$ cat src/rtl/printf_uart_rx_fifo_pkg.sv
// Shared types for the printf UART receiver:
// receiver state encoding and frame width.
package printf_uart_rx_pkg;

  localparam int UART_DATA_BITS = 8;

  typedef enum logic [2:0] {
    IDLE      = 3'd0,
    START     = 3'd1,
    DATA      = 3'd2,
    STOP      = 3'd3,
    WAIT_IDLE = 3'd4
  } rx_state_t;

endpackage

$ cat src/rtl/printf_uart_rx_fifo_if.sv
// Valid/ready byte stream from the receiver FIFO
// to its consumer.
interface printf_uart_rx_fifo_if
  import printf_uart_rx_pkg::*;
#(
  parameter int W = UART_DATA_BITS
);

  logic         rxd_valid;
  logic         rxd_ready;
  logic [W-1:0] rxd_data;

  modport master (
    output rxd_valid,
    output rxd_data,
    input  rxd_ready
  );

  modport slave (
    input  rxd_valid,
    input  rxd_data,
    output rxd_ready
  );

endinterface

$ cat src/rtl/printf_uart_rx_fifo_fifo.sv
// Synchronous FIFO with registered occupancy.
// A push is judged against the level before any same-cycle pop.
module printf_rx_byte_fifo #(
  parameter int W     = 8,
  parameter int DEPTH = 8
) (
  input  logic                   clk,
  input  logic                   rst,
  input  logic                   push_i,
  input  logic [W-1:0]           data_i,
  output logic                   full_o,
  input  logic                   pop_i,
  output logic [W-1:0]           data_o,
  output logic                   empty_o,
  output logic [$clog2(DEPTH):0] level_o
);

  localparam int AW = $clog2(DEPTH);

  logic [W-1:0]  mem_q [DEPTH];
  logic [AW-1:0] wptr_q;
  logic [AW-1:0] rptr_q;
  logic [AW:0]   level_q;
  logic [AW:0]   level_d;
  logic          wr_en;
  logic          rd_en;

  // Level never exceeds DEPTH, a power of two,
  // so its MSB alone marks the full condition.
  assign full_o  = level_q[AW];
  assign empty_o = (level_q == '0);
  assign wr_en   = push_i & ~full_o;
  assign rd_en   = pop_i & ~empty_o;
  assign data_o  = mem_q[rptr_q];
  assign level_o = level_q;

  always_comb begin
    level_d = level_q;
    if (wr_en && !rd_en) begin
      level_d = level_q + 1'b1;
    end else if (rd_en && !wr_en) begin
      level_d = level_q - 1'b1;
    end
  end

  always_ff @(posedge clk or posedge rst) begin
    if (rst) begin
      wptr_q  <= '0;
      rptr_q  <= '0;
      level_q <= '0;
      for (int i = 0; i < DEPTH; i++) begin
        mem_q[i] <= '0;
      end
    end else begin
      if (wr_en) begin
        mem_q[wptr_q] <= data_i;
        wptr_q        <= wptr_q + 1'b1;
      end
      if (rd_en) begin
        rptr_q <= rptr_q + 1'b1;
      end
      level_q <= level_d;
    end
  end

endmodule

$ cat src/rtl/printf_uart_rx_fifo.sv
// 8N1 receiver for the printf_tx line: synchronizer,
// receive FSM, byte FIFO and saturating error counters.
module printf_uart_rx_fifo
  import printf_uart_rx_pkg::*;
#(
  parameter int BAUD_DIV   = 16,
  parameter int FIFO_DEPTH = 8,
  parameter int CNT_W      = 8
) (
  input  logic                        clk,
  input  logic                        rst,
  input  logic                        rx_serial,
  printf_uart_rx_fifo_if.master       rxd,
  output logic [$clog2(FIFO_DEPTH):0] fifo_level,
  output logic                        frame_err,
  output logic                        overflow,
  output logic [CNT_W-1:0]            frame_err_cnt,
  output logic [CNT_W-1:0]            overflow_cnt
);

  localparam int DW = $clog2(BAUD_DIV);
  localparam int BW = $clog2(UART_DATA_BITS);

  localparam logic [DW-1:0] HALF_BIT =
    DW'(BAUD_DIV / 2 - 1);
  localparam logic [DW-1:0] FULL_BIT =
    DW'(BAUD_DIV - 1);
  localparam logic [BW-1:0] LAST_BIT =
    BW'(UART_DATA_BITS - 1);

  logic                      sync1_q;
  logic                      sync2_q;
  logic                      rxs;
  rx_state_t                 state_q;
  logic [DW-1:0]             dcnt_q;
  logic [BW-1:0]             bcnt_q;
  logic [UART_DATA_BITS-1:0] shreg_q;
  logic                      frame_err_q;
  logic                      overflow_q;
  logic [CNT_W-1:0]          fe_cnt_q;
  logic [CNT_W-1:0]          ov_cnt_q;

  logic push;
  logic pop;
  logic full;
  logic empty;
  logic stop_tick;

  always_ff @(posedge clk or posedge rst) begin
    if (rst) begin
      sync1_q <= 1'b1;
      sync2_q <= 1'b1;
    end else begin
      sync1_q <= rx_serial;
      sync2_q <= sync1_q;
    end
  end

  assign rxs = sync2_q;

  // The FIFO write lands on the same edge as the stop sample
  // so the byte is visible one cycle after it.
  assign stop_tick = (state_q == STOP) && (dcnt_q == '0);
  assign push      = stop_tick && rxs;
  assign pop       = rxd.rxd_valid && rxd.rxd_ready;

  always_ff @(posedge clk or posedge rst) begin
    if (rst) begin
      state_q     <= IDLE;
      dcnt_q      <= '0;
      bcnt_q      <= '0;
      shreg_q     <= '0;
      frame_err_q <= 1'b0;
    end else begin
      frame_err_q <= 1'b0;
      unique case (state_q)
        IDLE: begin
          if (!rxs) begin
            state_q <= START;
            dcnt_q  <= HALF_BIT;
          end
        end
        START: begin
          if (dcnt_q != '0) begin
            dcnt_q <= dcnt_q - 1'b1;
          end else if (rxs) begin
            state_q <= IDLE;
          end else begin
            state_q <= DATA;
            dcnt_q  <= FULL_BIT;
            bcnt_q  <= '0;
          end
        end
        DATA: begin
          if (dcnt_q != '0) begin
            dcnt_q <= dcnt_q - 1'b1;
          end else begin
            shreg_q <= {rxs, shreg_q[UART_DATA_BITS-1:1]};
            dcnt_q  <= FULL_BIT;
            if (bcnt_q == LAST_BIT) begin
              state_q <= STOP;
            end else begin
              bcnt_q <= bcnt_q + 1'b1;
            end
          end
        end
        STOP: begin
          if (dcnt_q != '0) begin
            dcnt_q <= dcnt_q - 1'b1;
          end else if (rxs) begin
            state_q <= IDLE;
          end else begin
            frame_err_q <= 1'b1;
            state_q     <= WAIT_IDLE;
          end
        end
        WAIT_IDLE: begin
          if (rxs) begin
            state_q <= IDLE;
          end
        end
        default: begin
          state_q <= IDLE;
        end
      endcase
    end
  end

  always_ff @(posedge clk or posedge rst) begin
    if (rst) begin
      overflow_q <= 1'b0;
      fe_cnt_q   <= '0;
      ov_cnt_q   <= '0;
    end else begin
      overflow_q <= push && full;
      if (frame_err_q && (fe_cnt_q != '1)) begin
        fe_cnt_q <= fe_cnt_q + 1'b1;
      end
      if (overflow_q && (ov_cnt_q != '1)) begin
        ov_cnt_q <= ov_cnt_q + 1'b1;
      end
    end
  end

  printf_rx_byte_fifo #(
    .W     (UART_DATA_BITS),
    .DEPTH (FIFO_DEPTH)
  ) u_fifo (
    .clk     (clk),
    .rst     (rst),
    .push_i  (push),
    .data_i  (shreg_q),
    .full_o  (full),
    .pop_i   (pop),
    .data_o  (rxd.rxd_data),
    .empty_o (empty),
    .level_o (fifo_level)
  );

  assign rxd.rxd_valid = ~empty;
  assign frame_err     = frame_err_q;
  assign overflow      = overflow_q;
  assign frame_err_cnt = fe_cnt_q;
  assign overflow_cnt  = ov_cnt_q;

endmodule

$ cat src/flat_wrapper.sv
// flat-port wrapper written by rule: the top's interface ports become plain ports
module printf_uart_rx_fifo_flat import printf_uart_rx_pkg::*;
#(
  parameter int BAUD_DIV   = 16,
  parameter int FIFO_DEPTH = 8,
  parameter int CNT_W      = 8
)
  (clk, rst, rx_serial, fifo_level, frame_err, overflow, frame_err_cnt, overflow_cnt, rxd_rxd_valid, rxd_rxd_data, rxd_rxd_ready);
  printf_uart_rx_fifo_if #(.W(8)) rxd_i ();
  input  logic clk;
  input  logic rst;
  input  logic rx_serial;
  output logic [$clog2(FIFO_DEPTH):0] fifo_level;
  output logic frame_err;
  output logic overflow;
  output logic [CNT_W-1:0] frame_err_cnt;
  output logic [CNT_W-1:0] overflow_cnt;
  output wire logic [$bits(rxd_i.rxd_valid)-1:0] rxd_rxd_valid;
  output wire logic [$bits(rxd_i.rxd_data)-1:0] rxd_rxd_data;
  input wire logic [$bits(rxd_i.rxd_ready)-1:0] rxd_rxd_ready;
  assign rxd_rxd_valid = rxd_i.rxd_valid;
  assign rxd_rxd_data = rxd_i.rxd_data;
  assign rxd_i.rxd_ready = rxd_rxd_ready;
  printf_uart_rx_fifo #(.BAUD_DIV(BAUD_DIV), .FIFO_DEPTH(FIFO_DEPTH), .CNT_W(CNT_W)) u_core (.clk(clk), .rst(rst), .rx_serial(rx_serial), .rxd(rxd_i), .fifo_level(fifo_level), .frame_err(frame_err), .overflow(overflow), .frame_err_cnt(frame_err_cnt), .overflow_cnt(overflow_cnt));
endmodule
$ cat config.mk
export PLATFORM = sky130hd
export DESIGN_NAME = printf_uart_rx_fifo_flat
export DESIGN_NICKNAME = d
export VERILOG_FILES = /design/src/rtl/printf_uart_rx_fifo_pkg.sv /design/src/rtl/printf_uart_rx_fifo_if.sv /design/src/rtl/printf_uart_rx_fifo_fifo.sv /design/src/rtl/printf_uart_rx_fifo.sv /design/src/flat_wrapper.sv
export SDC_FILE = /design/constraint.sdc
export NUM_CORES = 1
export LEC_CHECK = 0
export CAP_MARGIN = 20
export CELL_PAD_IN_SITES_DETAIL_PLACEMENT = 0
export CELL_PAD_IN_SITES_GLOBAL_PLACEMENT = 2
export CORE_MARGIN = 4
export CORE_UTILIZATION = 43
export CTS_BUF_LIST = sky130_fd_sc_hd__clkbuf_2 sky130_fd_sc_hd__clkbuf_4 sky130_fd_sc_hd__clkbuf_8
export DETAILED_ROUTE_END_ITERATION = 8
export DONT_BUFFER_PORTS = 1
export GPL_ROUTABILITY_DRIVEN = 1
export PLACE_DENSITY = 0.74
export SLEW_MARGIN = 20
export SYNTH_ARGS = -nofsm -noshare
export SYNTH_HDL_FRONTEND = slang
export SYNTH_SLANG_ARGS = --single-unit
$ cat constraint.sdc
create_clock -name clk -period 3.05 [get_ports clk]
set_input_delay 0.305 -clock clk [delete_from_list [all_inputs] [get_ports clk]]
set_output_delay 0.305 -clock clk [all_outputs]
set_load 0.05 [all_outputs]
Word-level counts from Yosys, hierarchy flattened --
Cells that the tools add are included. W data, S select, Z words.
Storage, ports and cells: flip-flop bits (word level) 112, bits in latches 0, bits in writable memories 0, memory bits (read-only) 0, word-level logic and storage cells 109, memories 0
Cells by class: add/sub/neg operators 8, multiply operators 0, divide/modulo/power cells 0, magnitude comparators 3, equality and inequality tests 17, shifts and indexed selects 0, mux-type cells 31, bitwise operators 7, reductions and logical operators 22
Operators by type and width (count):
- $bwmux W64 | 1
- $mux W3 | 11
- $mux W4 | 7
- $bmux W8 S3 | 1
- $demux W8 S3 | 1
- $mux W8 | 3
- $add A8 B1 Y8 const B | 2
- $ne A8 B8 Y1 const B | 2
- $pmux W4 S4 | 1
- $pmux W3 S5 | 1
- $ne A2 B2 Y1 const B | 7
- $add A3 B1 Y3 const B | 3
- $logic_and A1 B1 Y1 | 9
- $ge A4 B4 Y1 const B | 2
- $logic_not A4 Y1 | 2
- $not A3 Y4 | 2
- $reduce_bool A4 Y1 | 2
- $sub A4 B1 Y4 const B | 2
- $eq A3 B2 Y1 const B | 2
- $eq A3 B3 Y1 const B | 2
- $pmux W3 S2 | 1
- $reduce_and A6 Y1 | 1
- $reduce_and A5 Y1 | 1
- $add A4 B1 Y4 const B | 1
- 13 further kinds | 21

Longest topological paths before layout --
word-level depth 8, depth in mapped cells 11, mapped depth without buffers 11

By module --
From an unflattened synthesis, not the netlist that was laid out.
Unflattened totals: cell total of the unflattened synthesis 371, area total of the unflattened synthesis 5328.9 µm²
Modules (own cells, without submodules):
- printf_rx_byte_fifo | instances 1, cells an instance 222, area an instance 3593.4 µm², seq. area each 1851.8 µm²
- printf_uart_rx_fifo | instances 1, cells an instance 149, area an instance 1735.4 µm², seq. area each 953.4 µm²

Least setup slack after synthesis --
No wires, ideal clock.
path kind register to register, from register u_core.u_fifo.level_q[0], in the netlist u_core.u_fifo.level_o[0], to register u_core.u_fifo.level_q[3], in the netlist u_core.u_fifo.level_o[3], data arrival time 3.184 ns, path slack -0.260 ns, stages on the path, launching flop included 10, path through dfrtp_1 > or4_1 > nand2_1 > ha_1 > inv_1 > ha_1 > a21o_1 > a2111oi_0 > a31oi_1 > a221o_1
On the way: word-level cells in the longest chain between the ends 7, elaborated cells on any way between the ends 12
RTL lines:
- from (decl) | line printf_uart_rx_fifo_fifo.sv:23 | logic [AW:0] level_q;
- from (signal assigned) | line printf_uart_rx_fifo_fifo.sv:62 | level_q <= level_d;
- $logic_not A4 Y1 (*) | line printf_uart_rx_fifo_fifo.sv:31 | assign empty_o = (level_q == '0);
- $not A1 Y1 (*) | line printf_uart_rx_fifo.sv:160 | assign rxd.rxd_valid = ~empty;
- net rxd_rxd_valid | line flat_wrapper.sv:18 | output wire logic [$bits(rxd_i.rxd_valid)-1:0] rxd_rxd_valid;
- $logic_and A1 B1 Y1 | line printf_uart_rx_fifo.sv:65 | assign pop = rxd.rxd_valid && rxd.rxd_ready;
- $and A1 B1 Y1 (*) | line printf_uart_rx_fifo_fifo.sv:33 | assign rd_en = pop_i & ~empty_o;
- $logic_not A1 Y1 | line printf_uart_rx_fifo_fifo.sv:39 | if (wr_en && !rd_en) begin
- $logic_and A1 B1 Y1 | line printf_uart_rx_fifo_fifo.sv:39
- $mux W4 or $reduce_bool A2 Y1 (tied branches)
The timed path passes the listed nets; every way through them passes the cells marked *. The select of a mux whose other input is x is not followed. A chain may end at the register's enable or synchronous reset.

Worst setup path after layout --
from register u_core.u_fifo.level_q[0], in the netlist u_core.u_fifo.level_o[0], to register u_core.u_fifo.level_q[3], in the netlist u_core.u_fifo.level_o[3]
On the way: word-level cells in the longest chain between the ends 7, elaborated cells on any way between the ends 12
RTL lines:
- parallel branches: the longest is 7 deep, another holds $sub A4 B1 Y4
Parallel ways; which one is timed is not known. The select of a mux whose other input is x is not followed.

==> implementation parameters <==
Parameter                              Value

Floorplanning
  Std-Cell Core Area ... 0.0121 sq mm
  Vert. Die Dim ... 120 microns
  Floorplan die area ... 0.0144 sq mm
  Effective utilization at floorplan ... 0.444
  Top-level I/O count ... 35
  Total number of placement rows ... 40
  Die boundary width ... 120 microns

Clock tree
  Clock sink total ... 112
  TritonCTS clock tree ... done
  CTS Buffer Depth ... 2
  CTS HTree Levels ... 3
  Root cell of the clock tree ... sky130_fd_sc_hd__clkbuf_8
  Clock Pin Slew Worst Setup and Hold Paths ... 100 ps
  Setup repair bufs after CTS ... 0
  Num CTS Buffers ... 9
  Insertion delay to the later sink of the worst-skew pair ... 380 ps

Power and ir drop
  Switching Fraction ... 0.350
  Static leakage ... 2.77 nW
  Clock network fraction of design power ... 0.227
  Total power divided by cell area ... 631 mW/mm^2
  Max VDD drop ... 612 uV
  Switching power of the nets ... 1.27 mW
  Combinational power share ... 0.253
  Sequential fraction of design power ... 0.520
  Internal Power ... 2.36 mW

Setup path
  Depth of the worst register-to-register path ... 9
  Type of element capturing the critical path ... flop
  Worst Path Arrival ... 3120 ps
  Start of the worst register-to-register path ... u_core.u_fifo.level_o[0]
  Slowest-stage cell, CP ... sky130_fd_sc_hd__or4_4
  Series of cell instances along the critical path ... or4_4, nand2_1, ha_1, inv_1, ha_1, a21o_1, a2111oi_1, a31oi_1, a221o_1
  Worst setup path startpoint ... u_core.u_fifo.level_o[0]
  Library cell appearing most often on the critical path ... sky130_fd_sc_hd__ha_1
  Crit Path Max Fanout ... 5
  WS Path Type ... reg2reg
  Reg-to-reg setup timing slack ... 200 ps
  CP Data Required Time ... 3310 ps
  Buf+Inv Stages, Crit Path ... 1
  Startpoint type of the worst setup path ... flop
  Dominant delay contributor by cell family on the critical path ... compound AO/OA/AOI/OAI gates
  Delay of the slowest cell on the worst path ... 540 ps
  Capture point of the worst reg-to-reg path ... u_core.u_fifo.level_o[3]

Place
  Worst setup slack after placement ... 225 ps
  DP Area ... 0.00555 sq mm
  Final weighted congestion in routability-driven placement ... 0.705
  IO buf count ... 0
  Final HPWL from detailed placement ... 6.81 mm

Yosys
  Ranking of synthesized cells by area ... sky130_fd_sc_hd__dfrtp_1 (51%), sky130_fd_sc_hd__mux2_2 (18%), sky130_fd_sc_hd__mux4_2 (6.7%), sky130_fd_sc_hd__ha_1 (2.6%), sky130_fd_sc_hd__xnor2_1 (1.8%)
  Main flop type after synthesis ... sky130_fd_sc_hd__dfrtp_1
  Post-synth EDFFs ... 0
  Syn Area/Cell ... 14.0 sq um
  Async S/R FF share, synth ... 1.00
  Number of library cell types mapped by synthesis ... 56
  Synthesized instance count ... 383
  Post-synth net total ... 399
  Seq/Total Area, Yosys ... 0.522
  Post-synthesis cell type with the largest combined area ... sky130_fd_sc_hd__dfrtp_1
  Netlist area before placement ... 0.00538 sq mm
  Yosys reg bits ... 112
  Fraction of post-synthesis cell area in the top cell type by area ... 0.512
  Warnings from Yosys ... 0

Min path
  Start point of the worst min-delay path ... rxd_rxd_ready
  Class of the worst hold path ... in2reg
  Hold endpoint ... u_core.u_fifo.rptr_q[2]
  Worst Hold Depth ... 2

STA
  Worst Clk Skew ... 14.5 ps
  Highest Clock Rate ... 350 MHz
  Number of pins with negative max-slew slack in the final report ... 0
  Final worst-path cycle share ... 0.936
  Pin slew with the least headroom to its limit ... 889 ps
  Number of endpoints failing setup at the final stage ... 0
  Final setup margin ... 195 ps
  Final worst path period need ... 2850 ps
  Fin. Hold Viols ... 0
  Slew headroom ... 0.408

Final layout
  Number of antenna repair diodes ... 0
  Most used cells in the layout excluding fill and tap cells ... sky130_fd_sc_hd__dfrtp_1 (110), sky130_fd_sc_hd__mux2_2 (86), sky130_fd_sc_hd__mux4_2 (16), sky130_fd_sc_hd__buf_4 (13)
  Fraction of final layout cells sized beyond drive strength 1 ... 0.378
  Combined area of the multi-input logic cells ... 0.00238 sq mm
  Area growth from synthesis to layout ... 6.79%
  Number of fill cells ... 1122
  Most common cell after layout, fill and taps aside ... sky130_fd_sc_hd__dfrtp_1
  Post-Layout Inst Area ... 0.00574 sq mm
  Net count of the finished layout ... 402
  Storage cell area ... 0.00281 sq mm

Global route
  Total gr overflow ... 0
  First-pass GRT wire length ... 17.1 mm
  Total global-route track usage ... 0.156
  Number of antenna violations at the first check in global routing ... 0
  Pin count of the biggest net entering global routing ... 46
  Number of global-route vias before repair ... 3134

Routing
  Routed via count ... 3012
  Post-detailed-route DRC marker count ... 0
  Average detailed-routed wire length per instance ... 18.8 microns
  Via-per-instance ratio ... 5.41
  Initial detailed-routing violation count ... 137
  Final routed wirelength across all metal layers ... 10.5 mm
  Detailed-routing iteration count for the pre-antenna-repair pass ... 4
  Count of antenna-violating nets left after detailed routing ... 0

Run status
  Outcome ... completed

Flow run
  Max capacitance violation total ... 0
## final cells by class
class / instances / share of cell area
sequential: 112 / 0.488
clock buffer: 11 / 0.0253
inverter: 9 / 0.00653
clock inverter: 3 / 0.00501
timing repair buffer: 16 / 0.0240
multi-input combinational: 238 / 0.414
tap: 168 / 0.0366
## what timing repair did
action | CTS | global route
hold buffers | 2 | 0
gates resized for setup | 0 | 2
endpoints found under the setup margin | 0 | 1
endpoints found under the hold margin | 37 | 0
## routing by layer
metal | vias to the layer above | global-route usage | wire length [microns]
li1 | 1402 | - | -
met1 | 1546 | 0.216 | 4960
met2 | 51 | 0.238 | 4960
met3 | 13 | 0.0339 | 366
met4 | 0 | 0.0666 | 198
met5 | - | 0 | 0
## power groups by stage
stage	sequential, mW	clock, mW	combinational, mW
3_5_place_dp	1.92	0	0.930
2_1_floorplan	1.87	0	0.725
5_1_grt	1.91	0.920	1.02
3_3_place_gp	1.91	0	0.910
4_1_cts	1.89	0.861	0.934
6_report	1.89	0.823	0.917
## registers in the layout (all words and copies together) (netlist names)
signal                 cells
u_core.bcnt_q              3
u_core.dcnt_q              4
u_core.frame_err           1
u_core.frame_err_cnt       8
u_core.overflow            1
u_core.overflow_cnt        8
u_core.rxs                 1
u_core.shreg_q             8
u_core.state_q             3
u_core.sync1_q             1
u_core.u_fifo.level_o      4
u_core.u_fifo.mem_q       64
u_core.u_fifo.rptr_q       3
u_core.u_fifo.wptr_q       3
## worst reg2reg max path: stages (launching register included)
cell	delay, ps
sky130_fd_sc_hd__dfrtp_1	400
sky130_fd_sc_hd__or4_4	540
sky130_fd_sc_hd__nand2_1	150
sky130_fd_sc_hd__ha_1	220
sky130_fd_sc_hd__inv_1	110
sky130_fd_sc_hd__ha_1	300
sky130_fd_sc_hd__a21o_1	210
sky130_fd_sc_hd__a2111oi_1	420
sky130_fd_sc_hd__a31oi_1	80
sky130_fd_sc_hd__a221o_1	320
## cell usage after synthesis (2+ instances only)
| library cell | number |
|---|---|
| sky130_fd_sc_hd__a21o_1 | 3 |
| sky130_fd_sc_hd__a21oi_1 | 11 |
| sky130_fd_sc_hd__a22o_1 | 2 |
| sky130_fd_sc_hd__and3_1 | 3 |
| sky130_fd_sc_hd__and4_1 | 3 |
| sky130_fd_sc_hd__and4b_1 | 2 |
| sky130_fd_sc_hd__buf_1 | 4 |
| sky130_fd_sc_hd__buf_2 | 2 |
| sky130_fd_sc_hd__buf_4 | 5 |
| sky130_fd_sc_hd__buf_6 | 2 |
| sky130_fd_sc_hd__clkbuf_1 | 3 |
| sky130_fd_sc_hd__clkbuf_4 | 7 |
| sky130_fd_sc_hd__dfrtp_1 | 110 |
| sky130_fd_sc_hd__dfstp_2 | 2 |
| sky130_fd_sc_hd__ha_1 | 11 |
| sky130_fd_sc_hd__inv_1 | 9 |
| sky130_fd_sc_hd__mux2_2 | 86 |
| sky130_fd_sc_hd__mux2_4 | 2 |
| sky130_fd_sc_hd__mux2i_1 | 2 |
| sky130_fd_sc_hd__mux4_2 | 16 |
| sky130_fd_sc_hd__nand2_1 | 12 |
| sky130_fd_sc_hd__nand3_1 | 12 |
| sky130_fd_sc_hd__nand4_1 | 6 |
| sky130_fd_sc_hd__nor2_1 | 13 |
| sky130_fd_sc_hd__nor3_1 | 7 |
| sky130_fd_sc_hd__nor3b_1 | 3 |
| sky130_fd_sc_hd__nor4_1 | 2 |
| sky130_fd_sc_hd__o21ai_0 | 5 |
| sky130_fd_sc_hd__xnor2_1 | 11 |
## cell families after synthesis
| logic type | count (synthesis) | share of synthesized area |
|---|---|---|
| XOR/XNOR | 12 | 0.0195 |
| AO/OA/AOI/OAI | 27 | 0.0312 |
| buffers and inverters | 33 | 0.0374 |
| flip-flops | 112 | 0.522 |
| AND/OR/NAND/NOR | 80 | 0.103 |
| adder cells (fa/ha/maj) | 12 | 0.0293 |
| multiplexers | 107 | 0.258 |
## how the worst max path moves through the flow
stage | to | slack, ps | depth (start not counted)
CTS | u_core.u_fifo.level_o[3] | 210 | 11
finish | u_core.u_fifo.level_o[3] | 200 | 9
global placement | u_core.u_fifo.level_o[3] | 290 | 11
global route | u_core.u_fifo.level_o[3] | -30 | 11
detailed placement | u_core.u_fifo.level_o[3] | 220 | 11
floorplan | u_core.u_fifo.level_o[3] | -50 | 9
## through the flow
step | setup TNS, ps | util | hold slack (ps) | power [mW] | cells
6_report | 0 | 0.474 | 80.1 | 3.63 | 557
5_1_grt | -26.4 | 0.474 | 60.8 | 3.85 | 557
4_1_cts | 0 | 0.474 | 46.9 | 3.68 | 557
3_5_place_dp | 0 | 0.458 | 310 | 2.85 | 541
3_3_place_gp | 0 | 0.458 | 310 | 2.82 | 541
2_1_floorplan | -50.2 | - | 309 | 2.59 | 383
Note: power is estimated with default switching activity, not from simulation.
